===== src/rtl/exec_sequencer.sv =====
// Multi-cycle fetch/decode/execute/writeback sequencer for the 8-bit execution unit.
// Owns the instruction register, the program counter and the architectural S/Z/C/O flags.
module exec_sequencer #(
  parameter int              PC_W     = 8,
  parameter logic [PC_W-1:0] RESET_PC = '0
) (
  input  logic            clk,
  input  logic            rst_n,
  input  logic            run,
  output logic            imem_req,
  output logic [PC_W-1:0] imem_addr,
  input  logic            imem_valid,
  input  logic [15:0]     imem_data,
  output logic [2:0]      rf_raddr1,
  output logic [2:0]      rf_raddr2,
  output logic [2:0]      rf_waddr,
  output logic            rf_we,
  output logic [4:0]      alu_op,
  output logic [2:0]      alu_imm,
  output logic [7:0]      jump_addr,
  input  logic            alu_cjump,
  input  logic            alu_s,
  input  logic            alu_z,
  input  logic            alu_c,
  input  logic            alu_o,
  output logic            flag_s,
  output logic            flag_z,
  output logic            flag_c,
  output logic            flag_o,
  output logic [PC_W-1:0] pc,
  output logic            busy,
  output logic            halted,
  output logic [2:0]      dbg_state
);

  typedef enum logic [2:0] {
    S_IDLE   = 3'd0,
    S_FETCH  = 3'd1,
    S_DECODE = 3'd2,
    S_EXEC   = 3'd3,
    S_WB     = 3'd4,
    S_HALT   = 3'd5
  } state_t;

  localparam logic [4:0] OP_NOP  = 5'b00000;
  localparam logic [4:0] OP_HALT = 5'b10001;

  state_t          state_q, state_d;
  logic [15:0]     ir_q;
  logic [PC_W-1:0] pc_q;
  logic            run_q;
  logic [4:0]      op;
  logic            op_writes_rf;
  logic            op_is_jump;
  logic            take_jump;

  assign op = ir_q[15:11];

  always_comb begin
    op_writes_rf = ((op >= 5'd1) && (op <= 5'd16)) || (op == 5'd20) || (op == 5'd29);
    op_is_jump   = (op >= 5'd23) && (op <= 5'd28);
    take_jump    = op_is_jump && alu_cjump;
  end

  // Fetch handshake: imem_req is high for the whole FETCH state; the word is
  // taken on the first edge where imem_valid=1 while imem_req=1, never otherwise.
  always_comb begin
    state_d = state_q;
    case (state_q)
      S_IDLE:   if (run) state_d = S_FETCH;
      S_FETCH:  if (imem_valid) state_d = S_DECODE;
      S_DECODE: state_d = S_EXEC;
      S_EXEC:   state_d = S_WB;
      S_WB: begin
        if (op == OP_HALT) state_d = S_HALT;
        else if (run)      state_d = S_FETCH;
        else               state_d = S_IDLE;
      end
      S_HALT:   if (run && !run_q) state_d = S_FETCH;
      default:  state_d = S_IDLE;
    endcase
  end

  always_ff @(posedge clk or negedge rst_n) begin
    if (!rst_n) begin
      state_q <= S_IDLE;
      ir_q    <= 16'h0000;
      pc_q    <= RESET_PC;
      run_q   <= 1'b0;
      flag_s  <= 1'b0;
      flag_z  <= 1'b0;
      flag_c  <= 1'b0;
      flag_o  <= 1'b0;
    end else begin
      state_q <= state_d;
      run_q   <= run;
      if (state_q == S_FETCH && imem_valid) ir_q <= imem_data;
      if (state_q == S_WB) begin
        if (op != OP_HALT) begin
          flag_s <= alu_s;
          flag_z <= alu_z;
          flag_c <= alu_c;
          flag_o <= alu_o;
        end
        if (take_jump) pc_q <= PC_W'(ir_q[7:0]);
        else           pc_q <= pc_q + PC_W'(1);
      end
    end
  end

  // The unit sees the real opcode only in EXEC/WB so it holds flags in DECODE.
  always_comb begin
    imem_req  = (state_q == S_FETCH);
    imem_addr = pc_q;
    rf_raddr1 = ir_q[10:8];
    rf_raddr2 = ir_q[7:5];
    rf_waddr  = ir_q[10:8];
    rf_we     = (state_q == S_WB) && op_writes_rf;
    alu_op    = (state_q == S_EXEC || state_q == S_WB) ? op : OP_NOP;
    alu_imm   = ir_q[2:0];
    jump_addr = ir_q[7:0];
    pc        = pc_q;
    busy      = (state_q == S_FETCH) || (state_q == S_DECODE) ||
                (state_q == S_EXEC)  || (state_q == S_WB);
    halted    = (state_q == S_HALT);
    dbg_state = state_q;
  end

endmodule


===== config.mk =====
export PLATFORM = sky130hd
export DESIGN_NAME = exec_sequencer
export DESIGN_NICKNAME = d
export VERILOG_FILES = /design/src/rtl/exec_sequencer.sv
export SDC_FILE = /design/constraint.sdc
export NUM_CORES = 1
export LEC_CHECK = 0
export ABC_AREA = 1
export BUFFER_PORTS_ARGS = -buffer_cell sky130_fd_sc_hd__clkbuf_2
export CAP_MARGIN = 5
export CORE_MARGIN = 4
export CORE_UTILIZATION = 43
export DETAILED_ROUTE_END_ITERATION = 10
export PLACE_DENSITY_LB_ADDON = 0.12
export SYNTH_ARGS = -nofsm -noshare
export SYNTH_HDL_FRONTEND = slang
export SYNTH_SLANG_ARGS = --single-unit

===== constraint.sdc =====
create_clock -name clk -period 1.6 [get_ports clk]
set_input_delay 0.24 -clock clk [delete_from_list [all_inputs] [get_ports clk]]
set_output_delay 0.24 -clock clk [all_outputs]
set_load 0.1 [all_outputs]

==> key figures, run 1 <==
Run status
  • Run status: complete, but fails checks
  • Violations in the final reports: setup timing

Synthesis
  • Share of Yosys cell area claimed by the top area cell type: 41.9%
  • Combinational family with the most area after synthesis: simple AND/OR/NAND/NOR gates
  • Proportion of synthesized area in mux cells: 0%
  • Post-synthesis cell type count: 26
  • Xor/xnor cell area share of the yosys netlist: under 10%
  • Share of the yosys chip area belonging to registers: between 40% and 50%
  • Post-synth design cell area: ~1900 um^2
  • Syn_area_per_cell: 7.59 um^2
  • Top cell type by total area after synthesis: dfrtp_1
  • Cell count after synthesis: between 200 and 300
  • Syn_nets: 278
  • Synth Area in Adders: 0.654%
  • Top post-synthesis cells by area: dfrtp_1 42%, nand2_1 13%, buf_4 11%
  • Simple logic cell fraction of the synthesized area: a little under a third
  • Number of synthesized register bits: 32
  • Warning count from the yosys run: 0
  • Fraction of the mapped netlist area in compound gates: between 6 and 7%

STA
  • Final count of negative-setup-slack endpoints: 8
  • Measured slew at the worst slew-check pin: slightly above 0.6 ns
  • Crit path setup slack, layout: -0.169 ns
  • Number of max-slew violations in the final report: 0
  • Clock skew after layout: between 0.006 and 0.007 ns
  • Period utilization: 111%
  • Max-slew headroom: 59.6%
  • Setup repair after global routing missed its margin: true
  • Min cycle time layout: about 1.8 ns
  • FMAX: about 0.57 GHz
  • Worst hold slack across all endpoints: approximately 0.10 ns
  • Endpoints failing hold: 0

Clock tree
  • Root buf cell: clkbuf_8
  • Number of buffers created by CTS: 5
  • Insertion delay of the later-clocked pin in the worst-skew pair: 0.28 ns
  • Clock-pin slew on the worst setup and hold paths: roughly 0.07 ns
  • H-tree Lvls: 2
  • Worst-case clock buffer depth: 2
  • TritonCTS clock tree: built
  • Sink count of the clock tree: 32

Route
  • Routed via count divided by cell count: 4.72
  • First-pass detailed-route iteration total: 4
  • Final wirelength: about 4600 um
  • Average wire per standard cell: 12.1 um
  • Count of unresolved DRC violations after routing: 0
  • DRT antenna net count: 0
  • Via count of the routed design: around 1800
  • Violation count after the first detailed-routing iteration: 98

GRT
  • Total congestion overflow: 0
  • Antenna violations before repair: 0
  • Global-route wire length before repair: 7400 um
  • Met2 Usage GRT: 29.0%
  • Number of global-route vias before repair: 1658
  • GRT met3 Usage: under 10%
  • Global-route track usage on met1: between 20% and 30%
  • Pin count of the biggest net entering global routing: 28
  • Total GRT Usage: 17.2%
  • GRT busiest layer: met2

Floorplanning
  • Die height: between 70 and 80 um
  • Core outline area: just over 4000 um^2
  • Top Ports: 77
  • Die Wd: around 75 um
  • Initial Utilization: approximately 46%
  • Total Die Area: 5580 um^2
  • Site row count: 23

Layout
  • Ant. Diodes: 0
  • Area of the multi-input gates: 837 um^2
  • Area taken by flip-flops and latches: approximately 830 um^2
  • Fillcell total: 368
  • Proportion of layout cells with a drive suffix above 1: between 40% and 50%
  • Number of nets in the finished design: about 350
  • Area growth, synth to finish: 39.1%
  • Final Instance Count excl. Fillers: about 380

Critical path
  • Worst Path Buf+Inv: 3
  • Cell with the largest stage delay on the worst path: dfrtp_4
  • Cell occurring most often along the worst timing path: nor2_4
  • CP delay by family, top: flip-flops
  • Worst Setup Path Type: register to output port
  • Largest stage delay on the critical path: 0.51 ns
  • Chain of cells forming the critical path: nor2_4, nand2_4, clkinv_4, nor2_4, buf_12, nor2_4, buf_12
  • Endpoint arrival time on the critical path: 1.53 ns
  • Cell depth of the worst flop-to-flop path: 6
  • Setup slack of the most critical reg-to-reg path: 0.12 ns
  • Kind of capture point of the worst setup path: output port
  • Maximum fanout encountered on the critical timing path: 5
  • CP startpoint kind: register
  • CP Data Required Time: 1.36 ns
  • Critical path depth in cells: 7

Place
  • Number of port buffers: 76
  • Placed Cells incl. Taps: ~350
  • Placer Congestion: approximately 0.80
  • HPWL Detailed: roughly 3500 um
  • Pre-CTS setup slack: approximately 0.077 ns

Job
  • Count of max-cap constraint violations: 0

Hold path
  • Number of cells on the worst hold path: 1
  • Classification of the worst-slack hold path: primary input to register
-- cell type report --
| class | count | share of cell area [%] |
|---|---|---|
| Timing Repair Buffer | 99 | 26.7 |
| Inverter | 30 | 4.99 |
| Clock buffer | 8 | 3.39 |
| Tap cell | 50 | 2.35 |
| Sequential cell | 32 | 31.1 |
| Multi-Input combinational cell | 157 | 31.5 |
-- cells in the mapped netlist --
| cell | n |
|---|---|
| buf_6 | 3 |
| nor3_1 | 1 |
| nand2_2 | 3 |
| clkbuf_1 | 2 |
| o21ai_0 | 6 |
| dfrtp_1 | 32 |
| o21bai_1 | 1 |
| a21oi_1 | 12 |
| o21ai_1 | 1 |
| inv_1 | 28 |
| nor2_1 | 24 |
| xnor2_1 | 1 |
| inv_2 | 1 |
| nand3_1 | 20 |
| nand4_1 | 9 |
| xor2_1 | 2 |
| buf_4 | 28 |
| o211ai_1 | 1 |
| o21ai_4 | 1 |
| nor2_2 | 3 |
| inv_4 | 1 |
| nand3_4 | 1 |
| or2_2 | 1 |
| nand2_4 | 1 |
| nand2_1 | 68 |
| ha_1 | 1 |
-- what timing repair did --
action | 4_1_cts | 5_1_grt
setup buffers | 11 | 3
resized for setup | 10 | 7
gates cloned | 0 | 0
pin swaps | 7 | 3
hold buffers | 1 | 0
setup endpoints to repair | 9 | 10
endpoints found under the hold margin | 22 | 0
-- placed cells by master (no fill, tap or decap) --
cell           instances
xnor2_1                1
inv_1                 22
buf_4                 19
dfrtp_2                6
inv_2                  4
o21ai_0                5
clkinvlp_4             2
inv_8                  1
clkinv_4               1
dfrtp_1               21
ha_1                   1
nand3_2                2
nor2_4                 8
nor2_1                17
nand4_1                9
clkbuf_1               2
nor3_1                 1
nand2_4                4
buf_6                  2
o211ai_1               1
buf_12                10
nand2_2                4
clkbuf_8               6
nand3_4                1
o21ai_1                2
a21oi_1               12
dlygate4sd3_1          1
clkbuf_2              67
o21ai_4                1
or2_2                  1
nand2_1               64
nor2_2                 2
o21bai_1               1
xor2_1                 2
dfrtp_4                5
nand3_1               18
-- per-layer routing --
layer	share of wire, %	vias to the layer above
li1	-	912
met1	44	806
met2	49	50
met3	6.4	5
met4	0.85	0
met5	0	-
-- sequential cells by signal, indices dropped and copies added, names as in the netlist --
name	flops
flag_s	1
flag_o	1
flag_z	1
imem_addr	8
dbg_state	3
ir_q	16
run_q	1
flag_c	1
-- final timing paths --
check / startpoint / to
setup reg to reg: dbg_state[2] / flag_o
hold / removal: run / run_q
min in group asynchronous: rst_n / dbg_state[1]
max in group asynchronous: rst_n / flag_o
hold reg to reg: flag_s / flag_s
setup / recovery: dbg_state[0] / alu_op[0]
-- metrics by stage --
stage | TNS, ns | instance area (um^2) | utilization [%]
4_1_cts | -1.13 | 2620 | 63.1
3_3_place_gp | 0 | 2420 | 58.5
2_1_floorplan | -2.52 | 2020 | -
5_1_grt | -1.56 | 2660 | 64.2
6_report | -1.02 | 2660 | 64.2
3_5_place_dp | 0 | 2420 | 58.5
-- worst register-to-register path, cell delays in order (launching register included) --
cell and delay [ns]:
dfrtp_4 0.49, buf_6 0.13, nand2_4 0.07, clkinv_4 0.06, buf_4 0.14, o21ai_1 0.27, o21ai_0 0.17
-- cell families (layout without fill, tap and decap cells) --
kind of cell	after synthesis	after routing
DFF	32	32
xor gates and xnor gates	3	3
buffers and inverters	63	137
and+or+nand+nor	131	131
adders and majority gates	1	1
AOI/OAI and AO/OA	22	22
Power of run 1 is left out: the tool's default activity adds up to more than one toggle a clock period on the data nets, which glitch-free logic cannot reach.
==> run 2, diff against run 1 <==
Clock period 1.6 ns to 1.8 ns, I/O delays scaled along.
==> key figures, run 2 (synthesis gave the netlist of run 1 again) <==
Critical path
  • Maximum fanout encountered on the critical timing path: 5
  • Cell with the largest stage delay on the worst path: dfrtp_4
  • CP startpoint kind: register
  • Critical Path End: alu_op[2]
  • Kind of capture point of the worst setup path: output port
  • Critical path origin: dbg_state[1]
  • Worst Setup Path Type: register to output port
  • CP Data Required Time: approximately 1.5 ns
  • Cell depth of the worst flop-to-flop path: 7
  • Endpoint arrival time on the critical path: around 1.5 ns
  • FF-to-FF Start: dbg_state[2]
  • R2R Path End: flag_o
  • Chain of cells forming the critical path: buf_4, nand3_2, inv_1, nor2_4, buf_12, nor2_4, buf_12
  • Largest stage delay on the critical path: 0.49 ns
  • Setup slack of the most critical reg-to-reg path: around 0.24 ns

STA
  • Endpoints failing hold: 0
  • Worst hold slack across all endpoints: roughly 0.14 ns
  • Clock skew after layout: between 0.004 and 0.005 ns
  • Number of max-slew violations in the final report: 0
  • Period utilization: 101%
  • Crit path setup slack, layout: -0.0148 ns
  • Measured slew at the worst slew-check pin: 0.547 ns
  • FMAX: ~0.55 GHz
  • Min cycle time layout: between 1.5 and 2 ns
  • Final TNS setup: -0.0594 ns
  • Max-slew headroom: a little under two thirds
  • Final count of negative-setup-slack endpoints: 6
  • Setup repair after global routing missed its margin: true

Place
  • Number of port buffers: between 70 and 80
  • Pre-CTS setup slack: 0.208 ns
  • HPWL Detailed: around 3400 um
  • Placer Congestion: around 0.84

Clock tree
  • Root buf cell: clkbuf_8
  • Worst-case clock buffer depth: 2
  • Clock-pin slew on the worst setup and hold paths: ~0.060 ns
  • Number of buffers created by CTS: 5
  • Sink count of the clock tree: 32
  • Insertion delay of the later-clocked pin in the worst-skew pair: around 0.28 ns
  • TritonCTS clock tree: built
  • H-tree Lvls: 2

Floorplanning
  • Site row count: 23
  • Total Die Area: 5580 um^2
  • Core outline area: just over 4000 um^2
  • Die Wd: 74.7 um
  • Top Ports: 77
  • Initial Utilization: between 40% and 50%
  • Die height: around 75 um

GRT
  • Total GRT Usage: ~17%
  • Antenna violations before repair: 0
  • Number of global-route vias before repair: between 1500 and 2000
  • Pin count of the biggest net entering global routing: 28
  • Global-route wire length before repair: between 7000 and 8000 um
  • Total congestion overflow: 0

Route
  • Routed via count divided by cell count: between 4 and 5
  • Final wirelength: between 4000 and 5000 um
  • Via count of the routed design: 1699
  • Violation count after the first detailed-routing iteration: 49
  • First-pass detailed-route iteration total: 6
  • Count of unresolved DRC violations after routing: 0
  • DRT antenna net count: 0
  • Average wire per standard cell: 11.8 um

Layout
  • Largest register FFs: 16
  • Proportion of layout cells with a drive suffix above 1: roughly 42%
  • Register containing the most flip-flops in the final layout: ir_q
  • Ant. Diodes: 0
  • Area of the multi-input gates: around 840 um^2
  • Number of nets in the finished design: 345
  • Area growth, synth to finish: 36.6%
  • Fillcell total: 369
  • Commonest non-fill, non-tap cell in the layout: clkbuf_2
  • Commonest cells after routing, fill and taps aside: 67 x clkbuf_2, 65 x nand2_1, 26 x dfrtp_1
  • Area taken by flip-flops and latches: 816 um^2

Hold path
  • Classification of the worst-slack hold path: primary input to register

Run status
  • Run status: complete, but fails checks
  • Violations in the final reports: setup timing

Job
  • Count of max-cap constraint violations: 0
-- run 2: stage by stage --
step	cells	utilization (%)	instance area [um^2]
after CTS	369	62.6	2590
after global routing	370	63.0	2610
after global placement	347	56.5	2340
after detailed placement	347	56.5	2340
final	370	63.0	2610
after floorplan	252	-	2000
-- run 2: worst max-delay path: cells and delay by family (launching register included) --
family	cells	cell delay, ns
buffers and inverters	4	0.53
DFF	1	0.49
and+or+nand+nor	3	0.24
-- run 2: timing repair --
action                                 CTS  global route
buffers inserted                        14             1
endpoints found under the hold margin   11             0
pin swaps                                7             0
setup endpoints to repair                7             8
hold buffers                             1             0
resized for setup                        8             4
-- run 2: how the worst min path moves through the flow --
stage | from | end | slack, ns | cells past startpoint
final | run | run_q | 0.14 | 1
after global routing | run | run_q | 0.13 | 1
after CTS | run | run_q | 0.13 | 1
after detailed placement | rst_n | dbg_state[1] | 0.18 | 1
after global placement | rst_n | dbg_state[1] | 0.17 | 1
after floorplan | rst_n | flag_c | -0.03 | 0
-- run 2: area by class of cell --
| cell class | instances | share of cell area [%] |
|---|---|---|
| repair buffers | 93 | 25.7 |
| inverters | 30 | 5.08 |
| multi-input cells | 157 | 32.1 |
| clock buffers | 6 | 3.16 |
| well taps | 50 | 2.39 |
| clock inverters | 2 | 0.383 |
| flip-flops and latches | 32 | 31.2 |
-- run 2: layer usage --
metal / part of all wire, % / vias up / wire length (um) / GRT usage, %
met5: 0 / - / 0 / 0
met4: 0.94 / 0 / 41 / 5.34
met3: 7.4 / 4 / 326 / 4.94
met2: 47 / 55 / 2050 / 27.0
met1: 45 / 745 / 1960 / 22.1
li1: - / 895 / - / -
Power of run 2 is left out for the same reason.
==> run 3, diff against run 2 <==
Settings changed: CORE_UTILIZATION 43 to 48.
==> key figures, run 3 (synthesis gave the netlist of run 1 again) <==
Run status
  • Run status: complete, but fails checks
  • Violations in the final reports: setup timing

Clock tree
  • H-tree Lvls: 2
  • TritonCTS clock tree: built
  • Insertion delay of the later-clocked pin in the worst-skew pair: about 0.28 ns
  • Clock-pin slew on the worst setup and hold paths: 0.06 ns
  • Root buf cell: clkbuf_8
  • Number of buffers created by CTS: 5
  • Sink count of the clock tree: 32
  • Worst-case clock buffer depth: 2

Floorplanning
  • Die height: around 71 um
  • Die Wd: between 70 and 80 um
  • Initial Utilization: between 50% and 60%
  • Core outline area: about 3700 um^2
  • Top Ports: 77
  • Total Die Area: between 5000 and 6000 um^2
  • Site row count: 22

Route
  • Average wire per standard cell: roughly 12 um
  • DRT antenna net count: 0
  • Via count of the routed design: 1738
  • Routed via count divided by cell count: between 4 and 5
  • Violation count after the first detailed-routing iteration: 92
  • Count of unresolved DRC violations after routing: 0
  • Final wirelength: about 4400 um
  • First-pass detailed-route iteration total: 4

Layout
  • Commonest non-fill, non-tap cell in the layout: clkbuf_2
  • Register containing the most flip-flops in the final layout: ir_q
  • Area of the multi-input gates: between 800 and 900 um^2
  • Largest register FFs: 16
  • Final Instance Count excl. Fillers: between 300 and 400
  • Commonest cells after routing, fill and taps aside: 67 x clkbuf_2, 63 x nand2_1, 26 x dfrtp_1
  • Area taken by flip-flops and latches: 816 um^2
  • Fillcell total: a little under 300
  • Number of nets in the finished design: ~340
  • Proportion of layout cells with a drive suffix above 1: roughly two fifths
  • Ant. Diodes: 0
  • Area growth, synth to finish: 33.9%

Critical path
  • CP startpoint kind: register
  • Cell depth of the worst flop-to-flop path: 5
  • Endpoint arrival time on the critical path: between 1.5 and 2 ns
  • Maximum fanout encountered on the critical timing path: 6
  • Kind of capture point of the worst setup path: output port
  • Worst Setup Path Type: register to output port
  • CP Data Required Time: ~1.5 ns

STA
  • Worst hold slack across all endpoints: approximately 0.14 ns
  • Crit path setup slack, layout: -0.000493 ns
  • Endpoints failing hold: 0
  • FMAX: between 0.5 and 0.6 GHz
  • Measured slew at the worst slew-check pin: ~0.55 ns
  • Period utilization: 100%
  • Number of max-slew violations in the final report: 0
  • Max-slew headroom: between 60% and 70%
  • Clock skew after layout: between 0.003 and 0.004 ns
  • Final count of negative-setup-slack endpoints: 1
  • Setup repair after global routing missed its margin: true
  • Min cycle time layout: 1.80 ns

Place
  • Placed Cells incl. Taps: between 300 and 400
  • HPWL Detailed: between 3000 and 4000 um
  • Pre-CTS setup slack: 0.207 ns
  • Number of port buffers: 76
  • Placer Congestion: ~0.8

Hold path
  • Classification of the worst-slack hold path: primary input to register
  • Number of cells on the worst hold path: 1

GRT
  • Global-route wire length before repair: 7330 um
  • Total GRT Usage: 18.2%
  • Pin count of the biggest net entering global routing: 28
  • Total congestion overflow: 0
  • Number of global-route vias before repair: around 1600
  • Antenna violations before repair: 0

Job
  • Count of max-cap constraint violations: 0
run 3: cell count changes in the layout (fill, tap and decap cells not counted), moves of 2 or more:
cell / previous run / this run
nand2_2: 3 / 5
inv_2: 1 / 3
inv_1: 24 / 22
nand2_1: 65 / 63
buf_4: 14 / 8
run 3: through the flow:
stage | setup TNS, ns | util (%) | instance area [um^2]
6_report | -0.000493 | 68.4 | 2560
3_3_place_gp | 0 | 62.5 | 2340
2_1_floorplan | -0.729 | - | 2000
4_1_cts | -0.0192 | 67.3 | 2520
3_5_place_dp | 0 | 62.5 | 2340
5_1_grt | -0.365 | 68.4 | 2560
run 3: path summary, 6_finish.rpt:
path	from	to	slack [ns]
worst max-delay path	dbg_state[0]	alu_op[1]	-0.0005
worst min-delay path	run	run_q	0.14
worst max register to register	ir_q[14]	flag_s	0.33
worst min register to register	flag_o	flag_o	0.49
max in group asynchronous	rst_n	ir_q[1]	0.78
min in group asynchronous	rst_n	flag_c	0.47
run 3: worst max-delay path, stage by stage, from the launching register on:
cell     delay (ns)
dfrtp_4        0.51
nor2_4         0.13
nand2_4        0.09
inv_8          0.06
nor2_4         0.03
buf_12         0.14
nor2_4         0.10
buf_12         0.18
run 3: timing repair:
item                                    CTS  global route
endpoints found under the setup margin    7             7
resized for setup                         7            11
hold buffers                              1             0
pin swaps                                 5             4
hold endpoints to repair                 17             0
buffers inserted                          7             1
cloned                                    0             0
run 3: routing by layer:
metal | wire (um) | share of wire [%] | up-vias | global-route usage, %
met1 | 1940 | 44 | 788 | 23.7
met2 | 2140 | 49 | 52 | 29.1
li1 | - | - | 889 | -
met4 | 44 | 1.0 | 0 | 6.26
met5 | 0 | 0 | - | 0
met3 | 265 | 6.0 | 9 | 4.97
run 3: cell type report:
cell class | count | area share, %
flip-flops and latches | 32 | 31.9
multi-input cells | 157 | 32.9
inverters | 30 | 5.18
well taps | 48 | 2.35
clock buffers | 6 | 3.23
repair buffers | 87 | 24.1
clock inverters | 2 | 0.391
Power of run 3 is left out for the same reason.
